<file path="src/rtl/xcalc_unit.sv">
// xcalc_unit: memory-mapped signed add/sub/mul/div coprocessor.
// Optional divider datapath: define XCALC_DIV_EN to build it.
module xcalc_unit #(
   parameter int OP_W  = 8,
   parameter int BUS_W = 32
) (
   input  logic               clk,
   input  logic               rst,
   input  logic               sel,
   input  logic               we,
   input  logic [1:0]         addr,
   input  logic [BUS_W-1:0]   data_in,
   output logic [BUS_W-1:0]   data_out,
   output logic [2*OP_W-1:0]  result,
   output logic               busy,
   output logic               done,
   output logic               err
);

   localparam int RW = 2 * OP_W;
   localparam int CW = $clog2(OP_W);

   typedef enum logic [1:0] {IDLE, RUN, FIN} state_t;

   state_t          state, state_nx;
   logic [OP_W-1:0] opa, opb, a_q, b_q;
   logic [1:0]      op_q;
   logic [CW-1:0]   cnt;
   logic [RW-1:0]   acc, x;
   logic [OP_W-1:0] y;
   logic            done_sticky, ovf;
   logic            wr, start, last, long_op;
   logic [OP_W:0]   ea, eb, sum;
   logic [RW-1:0]   acc_mul;
   logic [RW-1:0]   res_nx;
   logic            err_nx, ovf_nx;
   logic            unused_bits;

`ifdef XCALC_DIV_EN
   logic [OP_W:0]   shf, dif;
   logic [OP_W-1:0] rem_nx, quo_nx, q_s, r_s;
`endif

   function automatic logic [OP_W-1:0] mag(input logic [OP_W-1:0] v);
      return v[OP_W-1] ? -v : v;
   endfunction

   assign unused_bits = ^data_in[BUS_W-1:OP_W];
   assign wr          = sel & we;
   assign start       = wr && (addr == 2'd2) && (state != RUN);
   assign last        = (cnt == '0);

   // Ops that iterate one bit per cycle get OP_W cycles in RUN.
   always_comb begin
      long_op = (data_in[1:0] == 2'd2);
`ifdef XCALC_DIV_EN
      long_op = long_op | (data_in[1:0] == 2'd3);
`endif
   end

   // FSM state register; reset aborts any operation in flight.
   always_ff @(posedge clk or negedge rst) begin
      if (!rst) state <= IDLE;
      else      state <= state_nx;
   end

   // FSM next state plus busy/done decode.
   always_comb begin
      state_nx = state;
      busy     = 1'b0;
      done     = 1'b0;
      unique case (state)
         IDLE: if (start) state_nx = RUN;
         RUN: begin
            busy = 1'b1;
            if (last) state_nx = FIN;
         end
         FIN: begin
            done     = 1'b1;
            state_nx = start ? RUN : IDLE;
         end
         default: state_nx = IDLE;
      endcase
   end

   // Shift-add multiplier step on magnitudes.
   always_comb acc_mul = acc + (y[0] ? x : '0);

`ifdef XCALC_DIV_EN
   // Restoring divider step: rem in acc low half, quotient shifts into y.
   always_comb begin
      shf = {acc[OP_W-1:0], y[OP_W-1]};
      dif = shf - {1'b0, x[OP_W-1:0]};
      if (!dif[OP_W]) begin
         rem_nx = dif[OP_W-1:0];
         quo_nx = {y[OP_W-2:0], 1'b1};
      end else begin
         rem_nx = shf[OP_W-1:0];
         quo_nx = {y[OP_W-2:0], 1'b0};
      end
      q_s = (a_q[OP_W-1] ^ b_q[OP_W-1]) ? -quo_nx : quo_nx;
      r_s = a_q[OP_W-1] ? -rem_nx : rem_nx;
   end
`endif

   // Value committed to result/err/ovf on the last RUN cycle.
   always_comb begin
      ea     = {a_q[OP_W-1], a_q};
      eb     = {b_q[OP_W-1], b_q};
      sum    = op_q[0] ? ea - eb : ea + eb;
      res_nx = '0;
      err_nx = 1'b0;
      ovf_nx = 1'b0;
      unique case (op_q)
         2'd0, 2'd1: begin
            res_nx = RW'($signed(sum));
            ovf_nx = sum[OP_W] ^ sum[OP_W-1];
         end
         2'd2: begin
            res_nx = (a_q[OP_W-1] ^ b_q[OP_W-1]) ? -acc_mul : acc_mul;
         end
         default: begin
`ifdef XCALC_DIV_EN
            if (b_q == '0) begin
               err_nx = 1'b1;
            end else begin
               res_nx = {r_s, q_s};
               ovf_nx = (a_q == {1'b1, {(OP_W-1){1'b0}}}) && (&b_q);
            end
`else
            err_nx = 1'b1;
`endif
         end
      endcase
   end

   // Bus registers, operand capture, iteration and commit.
   always_ff @(posedge clk or negedge rst) begin
      if (!rst) begin
         opa         <= '0;
         opb         <= '0;
         a_q         <= '0;
         b_q         <= '0;
         op_q        <= '0;
         cnt         <= '0;
         acc         <= '0;
         x           <= '0;
         y           <= '0;
         result      <= '0;
         err         <= 1'b0;
         ovf         <= 1'b0;
         done_sticky <= 1'b0;
      end else begin
         if (wr && addr == 2'd0) opa <= data_in[OP_W-1:0];
         if (wr && addr == 2'd1) opb <= data_in[OP_W-1:0];
         if (start) begin
            op_q        <= data_in[1:0];
            a_q         <= opa;
            b_q         <= opb;
            acc         <= '0;
            done_sticky <= 1'b0;
            cnt         <= long_op ? CW'(OP_W - 1) : '0;
            if (data_in[1:0] == 2'd3) begin
               x <= RW'(mag(opb));
               y <= mag(opa);
            end else begin
               x <= RW'(mag(opa));
               y <= mag(opb);
            end
         end else if (state == RUN) begin
            if (!last) cnt <= cnt - 1'b1;
            if (op_q == 2'd2) begin
               acc <= acc_mul;
               x   <= x << 1;
               y   <= y >> 1;
            end
`ifdef XCALC_DIV_EN
            else if (op_q == 2'd3) begin
               acc <= RW'(rem_nx);
               y   <= quo_nx;
            end
`endif
            if (last) begin
               result      <= res_nx;
               err         <= err_nx;
               ovf         <= ovf_nx;
               done_sticky <= 1'b1;
            end
         end
      end
   end

   // Zero-wait register read mux.
   always_comb begin
      data_out = '0;
      if (sel) begin
         unique case (addr)
            2'd0:    data_out = BUS_W'($signed(opa));
            2'd1:    data_out = BUS_W'($signed(opb));
            2'd2:    data_out = BUS_W'({result[RW-1], ovf, err,
                                        done_sticky, busy});
            default: data_out = BUS_W'($signed(result));
         endcase
      end
   end

endmodule

</file>
<file path="config.mk">
export PLATFORM = sky130hd
export DESIGN_NAME = xcalc_unit
export DESIGN_NICKNAME = d
export VERILOG_FILES = /design/src/rtl/xcalc_unit.sv
export SDC_FILE = /design/constraint.sdc
export NUM_CORES = 1
export LEC_CHECK = 0
export CORE_MARGIN = 5
export CORE_UTILIZATION = 52
export CTS_BUF_LIST = sky130_fd_sc_hd__clkbuf_4
export DETAILED_ROUTE_END_ITERATION = 7
export GPL_ROUTABILITY_DRIVEN = 0
export PLACE_DENSITY = 0.79
export SYNTH_ARGS = -nofsm -noshare
export SYNTH_HDL_FRONTEND = slang
export SYNTH_SLANG_ARGS = --single-unit
</file>
<file path="constraint.sdc">
create_clock -name clk -period 3.2 [get_ports clk]
set_input_delay 0.32 -clock clk [delete_from_list [all_inputs] [get_ports clk]]
set_output_delay 0.32 -clock clk [all_outputs]
set_load 0.005 [all_outputs]
</file>
==> flow_summary.toml, run 1 <==
[grt]
grt-ovfl-total = 0
grt_max_degree = 51
grt_use_met1_pct = 28.4
antenna_found_initial = 0
met2_usage_pct = 37.6
busiest_layer = "met2"
grt_util_met3_pct = 6.34
grt_pass1_wl_um = 26600
grt_pass1_vias = 5496
grtUsageTotal_pct = 22.4

[clocking]
cts.path.max_buffers = 2
clockRootBuffer = "clkbuf_4"
numClockSinks = 98
cts_tree = "done"
htreeDepth = 3
clk_pin_slew_ns = 0.16
cts_buffers = 9
clock_latency_ns = 0.49

[sta]
whs_ns = 0.355
hold_viol = 0
min_period_ns = 3.06
finalSetupViolCount = 0
clock-skew-final_ns = 0.0380
worst_pin_slew_ns = 0.830
period_share_pct = 95.6
max_slew_margin_pct = 44.3
finalMaxSlewViolations = 0
max_freq_mhz = 327
rsz0062_at_grt = "true"

[critical_path]
path_cells = "and2_1 > ha_1 > fa_2 > a21o_1 > a21oi_1 > xor2_1 > buf_4 > o2111ai_1 > a211oi_1 > buf_4 > a31oi_1 > xnor2_1 > a21oi_1 > nor2_1"
timing.rr.end = "result[12]$_DFFE_PN0P_"
path_buf_inv = 2
critPathSlowestCell = "dfrtp_1"
worstSetupPathType = "flop to flop"
critPathMaxStageDelay_ns = 0.40
endpoint = "result[12]$_DFFE_PN0P_"
cp-startpoint = "x[0]$_DFFE_PN0P_"
critical_path_required_ns = 3.60
crit_arrival_ns = 3.45
critPathTopFamily = "compound AO/OA/AOI/OAI gates"
path_depth = 14
rr_startpoint = "x[0]$_DFFE_PN0P_"
r2r_slack_ns = 0.14
r2r_cells = 14
path_max_fanout = 4
startpoint_type = "flop"
end_kind = "flop"

[route]
vias = 5676
dr.first_iter.drc_count = 424
ant_nets = 0
via_per_inst = 5.72
drt_first_pass_iters = 5
drc = 0
wire_per_inst_um = 16.1
postRouteWirelength_um = 16000

[floorplan]
die_y_um = 121
placementRows = 40
start_util_pct = 53.3
core_area_um2 = 12100
die_area_um2 = 14700
ios = 89
die-width_um = 121

[logic_synthesis]
synth_edf_count = 0
synth_common_cells = "150 x nand2_1, 98 x dfrtp_1, 65 x a21oi_1"
ys.flop_type = "dfrtp_1"
synth_seq_area_share_pct = 38.0
ys_warn_count = 0
syn_area_um2 = 6460
yosysTopAreaCell = "dfrtp_1"
synthDistinctLibCells = 60
syn_inst = 756
synth_fp_nets = 825
synth_area_leaders = "dfrtp_1 38%, nand2_1 8.7%, ha_1 5.6%"
post-synth-top-count-cell = "nand2_1"
synth_area_per_cell_um2 = 8.54
yosys_register_bits = 98
async_reset_ff_share_pct = 100
synth_top_area_share_pct = 38.0

[power]
p_leak_nw = 3.35
power.switching_w = 0.00336
power.share.clock_pct = 9.4
power_density_nw_per_um2 = 1000
power_frac_comb_pct = 61.7
p_sw_share_pct = 44.3
p_seq_share_pct = 28.9
peakVddDrop_mv = 0.495
p_int_w = 0.00422

[placement]
port_buffers = 64
place.detailed.hpwl_um = 12300
placed_area_um2 = 7290

[run]
maxCapViolCount = 0

[final_layout]
fin_area_um2 = 7550
area_delta_synth_final_pct = 17.0
drive_gt1_share_pct = 13.6
final_core_util_pct = 62.4
antennaDiodeCount = 0
nets = 889

[worst_hold_path]
hold_path_class = "input pin to asynchronous set/reset pin"

[outcome]
outcome = "finished clean"
worst reg2reg max path, stage by stage (launching register included):
cell       delay (ns)
dfrtp_1          0.40
and2_1           0.16
ha_1             0.21
fa_2             0.39
a21o_1           0.18
a21oi_1          0.21
xor2_1           0.23
buf_4            0.16
o2111ai_1        0.13
a211oi_1         0.26
buf_4            0.17
a31oi_1          0.09
xnor2_1          0.23
a21oi_1          0.09
nor2_1           0.10
through the flow:
stage	power, W	setup TNS [ns]	std cells	worst slack (ns)
2_1_floorplan	0.00532	0	756	0.0909
3_3_place_gp	0.00654	0	970	0.0123
3_5_place_dp	0.00674	-0.0648	970	-0.0638
4_1_cts	0.00748	-0.0170	987	-0.0170
5_1_grt	0.00826	-0.0526	993	-0.0281
6_report	0.00758	0	993	0.141
layout make-up:
type	instances	area, um2
multi-input combinational	580	3690
timing repair buffer	106	956
tap	168	210
sequential	98	2450
clock inverter	7	85.1
inverter	25	93.8
clock buffer	9	67.6
fill	1050	4560
cells by family after synthesis:
kind of cell,share of synthesized area [%]
AO/OA/AOI/OAI,17.0
XOR/XNOR,7.13
adder cells (fa/ha/maj),6.24
buffers and inverters,5.87
flip-flops,38.0
multiplexers,4.96
AND/OR/NAND/NOR,20.8
flip-flops by register name, indices dropped and copies added, names as in the netlist:
register	flops
err	1
cnt	3
done_sticky	1
a_q	8
y	8
opa	8
x	16
opb	8
op_q	2
acc	16
b_q	8
result	16
state	2
ovf	1
cells in the final DEF, fill, tap and decap left out, types with 4 or more instances in the layout:
cell	instances
nand3_1	22
mux4_2	5
nor4_1	6
dfrtp_1	98
clkdlybuf4s50_1	63
xor2_1	21
nor2_1	32
mux2_2	14
a31oi_1	21
xnor2_1	28
mux2i_1	5
inv_1	25
a211oi_1	5
and2_1	29
nand2_1	150
ha_1	23
o21a_1	8
o21ai_0	49
buf_4	42
a21o_1	4
o31ai_1	4
nor3_1	11
nor2b_1	7
or2_2	5
clkbuf_4	9
ha_2	6
a21oi_1	62
or3_1	7
nand2b_1	7
worst min path at each step:
stage / cells after the start / endpoint
2_1_floorplan: 0 / a_q[0]$_DFFE_PN0P_
6_report: 2 / opa[3]$_DFFE_PN0P_
4_1_cts: 2 / opa[3]$_DFFE_PN0P_
5_1_grt: 2 / opa[3]$_DFFE_PN0P_
3_3_place_gp: 1 / opb[5]$_DFFE_PN0P_
3_5_place_dp: 1 / opa[3]$_DFFE_PN0P_
routing by layer:
metal	routed length, um	share of wire (%)
met5	0	0
met4	356	2.2
met3	1120	7.0
met2	7740	48
met1	6800	42
repair_timing:
item | CTS | global route
hold buffers | 1 | 0
resized for setup | 3 | 15
cloned | 0 | 0
endpoints found under the hold margin | 41 | 0
setup buffers | 0 | 6
endpoints found under the setup margin | 3 | 25
pin swaps | 0 | 9
power by group through the flow:
stage                     registers [W]  clock network (W)  logic, W
after detailed placement        0.00222                  0   0.00452
after global routing            0.00227           0.000788   0.00520
after global placement          0.00218                  0   0.00435
final                           0.00219           0.000712   0.00468
after CTS                       0.00219           0.000737   0.00456
after floorplan                 0.00207                  0   0.00325
(Power assumes the default switching activity.)
==> run 2, diff against run 1 <==
--- a/config.mk
+++ b/config.mk
@@ -5,12 +5,12 @@
 export SDC_FILE = /design/constraint.sdc
 export NUM_CORES = 1
 export LEC_CHECK = 0
-export CORE_MARGIN = 5
 export CORE_UTILIZATION = 52
 export CTS_BUF_LIST = sky130_fd_sc_hd__clkbuf_4
 export DETAILED_ROUTE_END_ITERATION = 7
 export GPL_ROUTABILITY_DRIVEN = 0
 export PLACE_DENSITY = 0.79
+export SKIP_LAST_GASP = 1
 export SYNTH_ARGS = -nofsm -noshare
 export SYNTH_HDL_FRONTEND = slang
 export SYNTH_SLANG_ARGS = --single-unit
==> run 2 against run 1 <==
Against the previous run:
- the run now ends with design-rule violations left
- sequential share of layout area hardly changed
- register-to-register slack worse by 0.08 ns
- die area is 13% lower
==> flow_summary.toml, run 2 (synthesized netlist as in run 1, its figures left out) <==
[outcome]
outcome = "finished with violations"
violations = "design-rule violations"

[route]
wire_per_inst_um = 16.5
vias = 5754
routed-wl-met2_um = 7980
postRouteWirelength_um = 16300
ant_nets = 0
top_layer = "met4"
dr_wl_met3_um = 876
dr.first_iter.drc_count = 305
drc = 1
via_per_inst = 5.83
route.layer.met1.wl_um = 7010
drt_first_pass_iters = 7

[final_layout]
fin_area_um2 = 7560
drive_gt1_share_pct = 13.3
mostFrequentLayoutCell = "nand2_1"
antennaDiodeCount = 0
top_regs = "acc: 16 flops, result: 16 flops, x: 16 flops"
nets = 883
multiInputGateArea_um2 = 3740
final_core_util_pct = 62.7
mostFrequentLayoutCells = "150 x nand2_1, 98 x dfrtp_1, 63 x a21oi_1, 63 x clkdlybuf4s50_1, 49 x o21ai_0"
area_delta_synth_final_pct = 17.0
seq_area_um2 = 2450
finalNonFillerCells = 987
fillers = 997

[critical_path]
r2r_cells = 12
crit_arrival_ns = 3.55
critical_path_required_ns = 3.61
startpoint_type = "flop"
rr_startpoint = "y[0]$_DFFE_PN0P_"
timing.rr.end = "result[15]$_DFFE_PN0P_"
r2r_slack_ns = 0.06
end_kind = "flop"
worstSetupPathType = "flop to flop"
path_max_fanout = 14

[sta]
period_share_pct = 98.0
min_period_ns = 3.14
worst_pin_slew_ns = 0.895
rsz0062_at_grt = "true"
hold_viol = 0
finalSetupViolCount = 0
max_slew_margin_pct = 40.3
max_freq_mhz = 319
clock-skew-final_ns = 0.0149
finalMaxSlewViolations = 0

[clocking]
cts_tree = "done"
htreeDepth = 3
cts_buffers = 9
cts.path.max_buffers = 2
clockRootBuffer = "clkbuf_4"
numClockSinks = 98
clock_latency_ns = 0.49
clk_pin_slew_ns = 0.14

[power]
peakVddDrop_mv = 0.479
power_density_nw_per_um2 = 1020
p_leak_nw = 3.34

[floorplan]
core_area_um2 = 12100
die_y_um = 113
placementRows = 40
die-width_um = 113
die_area_um2 = 12900
ios = 89
start_util_pct = 53.5

[worst_hold_path]
hold_path_class = "input pin to flop"
whs_path_depth = 2
min_to = "opa[7]$_DFFE_PN0P_"
hold_path_startpoint = "data_in[7]"

[grt]
grt_pass1_wl_um = 26500
grtUsageTotal_pct = 26.4
grt-ovfl-total = 0
grt_pass1_vias = 5561
antenna_found_initial = 1
grt_max_degree = 69

[placement]
port_buffers = 64
dp.cells = 966
placed_area_um2 = 7270
place.detailed.hpwl_um = 11900

[run]
maxCapViolCount = 0
run 2: what timing repair did:
item                                    4_1_cts  5_1_grt
pin swaps                                     0       12
gates cloned                                  0        1
buffers inserted                              0        3
resized for setup                             2       21
hold buffers                                  1        0
endpoints found under the setup margin        3        9
hold endpoints to repair                     67        0
run 2: layout make-up:
type	count	area share, %
Multi-Input combinational cell	581	49.5
Clock inverter	6	0.877
Inverter	25	1.24
Sequential cell	98	32.4
Timing Repair Buffer	99	12.1
Tap cell	168	2.78
Clock buffer	10	0.993
run 2: worst max-delay path by stage:
| stage | from | end | slack [ns] | cells past startpoint |
|---|---|---|---|---|
| finish | y[0]$_DFFE_PN0P_ | result[15]$_DFFE_PN0P_ | 0.06 | 12 |
| CTS | x[0]$_DFFE_PN0P_ | result[15]$_DFFE_PN0P_ | -0.06 | 12 |
| detailed placement | x[0]$_DFFE_PN0P_ | result[15]$_DFFE_PN0P_ | -0.1 | 12 |
| floorplan | y[0]$_DFFE_PN0P_ | result[15]$_DFFE_PN0P_ | 0.09 | 12 |
| global route | y[0]$_DFFE_PN0P_ | result[15]$_DFFE_PN0P_ | -0.05 | 12 |
| global placement | x[0]$_DFFE_PN0P_ | result[15]$_DFFE_PN0P_ | 0.02 | 12 |
run 2: metrics by stage:
stage,setup slack [ns],hold slack (ns),power [W],setup TNS (ns)
after global routing,-0.0460,0.432,0.00831,-0.0953
after CTS,-0.0586,0.437,0.00743,-0.0586
after detailed placement,-0.0977,0.477,0.00672,-0.0977
after global placement,0.0242,0.454,0.00652,0
final,0.0637,0.469,0.00768,0
after floorplan,0.0909,0.0244,0.00532,0
run 2: per-layer routing:
layer  global-route usage, %  up-vias
met5                       0        -
met4                    10.5        0
met3                    6.11       46
met2                    43.8      212
met1                    33.3     2786
li1                        -     2710
run 2: power breakdown:
part / internal, W / leakage [nW] / switching, W / total [W]
Clock: 0.000250 / 0.0807 / 0.000441 / 0.000691
Combinational: 0.00227 / 2.03 / 0.00250 / 0.00476
Sequential: 0.00173 / 1.23 / 0.000491 / 0.00222
run 2: worst max-delay path: stages, from the launching register on:
cell,delay [ns]
dfrtp_1,0.43
buf_4,0.18
and2_1,0.14
ha_1,0.37
and2_1,0.23
and4_1,0.24
o21ai_4,0.09
a31oi_1,0.13
o311a_1,0.33
o21ai_0,0.13
or2b_4,0.29
xnor3_1,0.36
a21oi_1,0.14
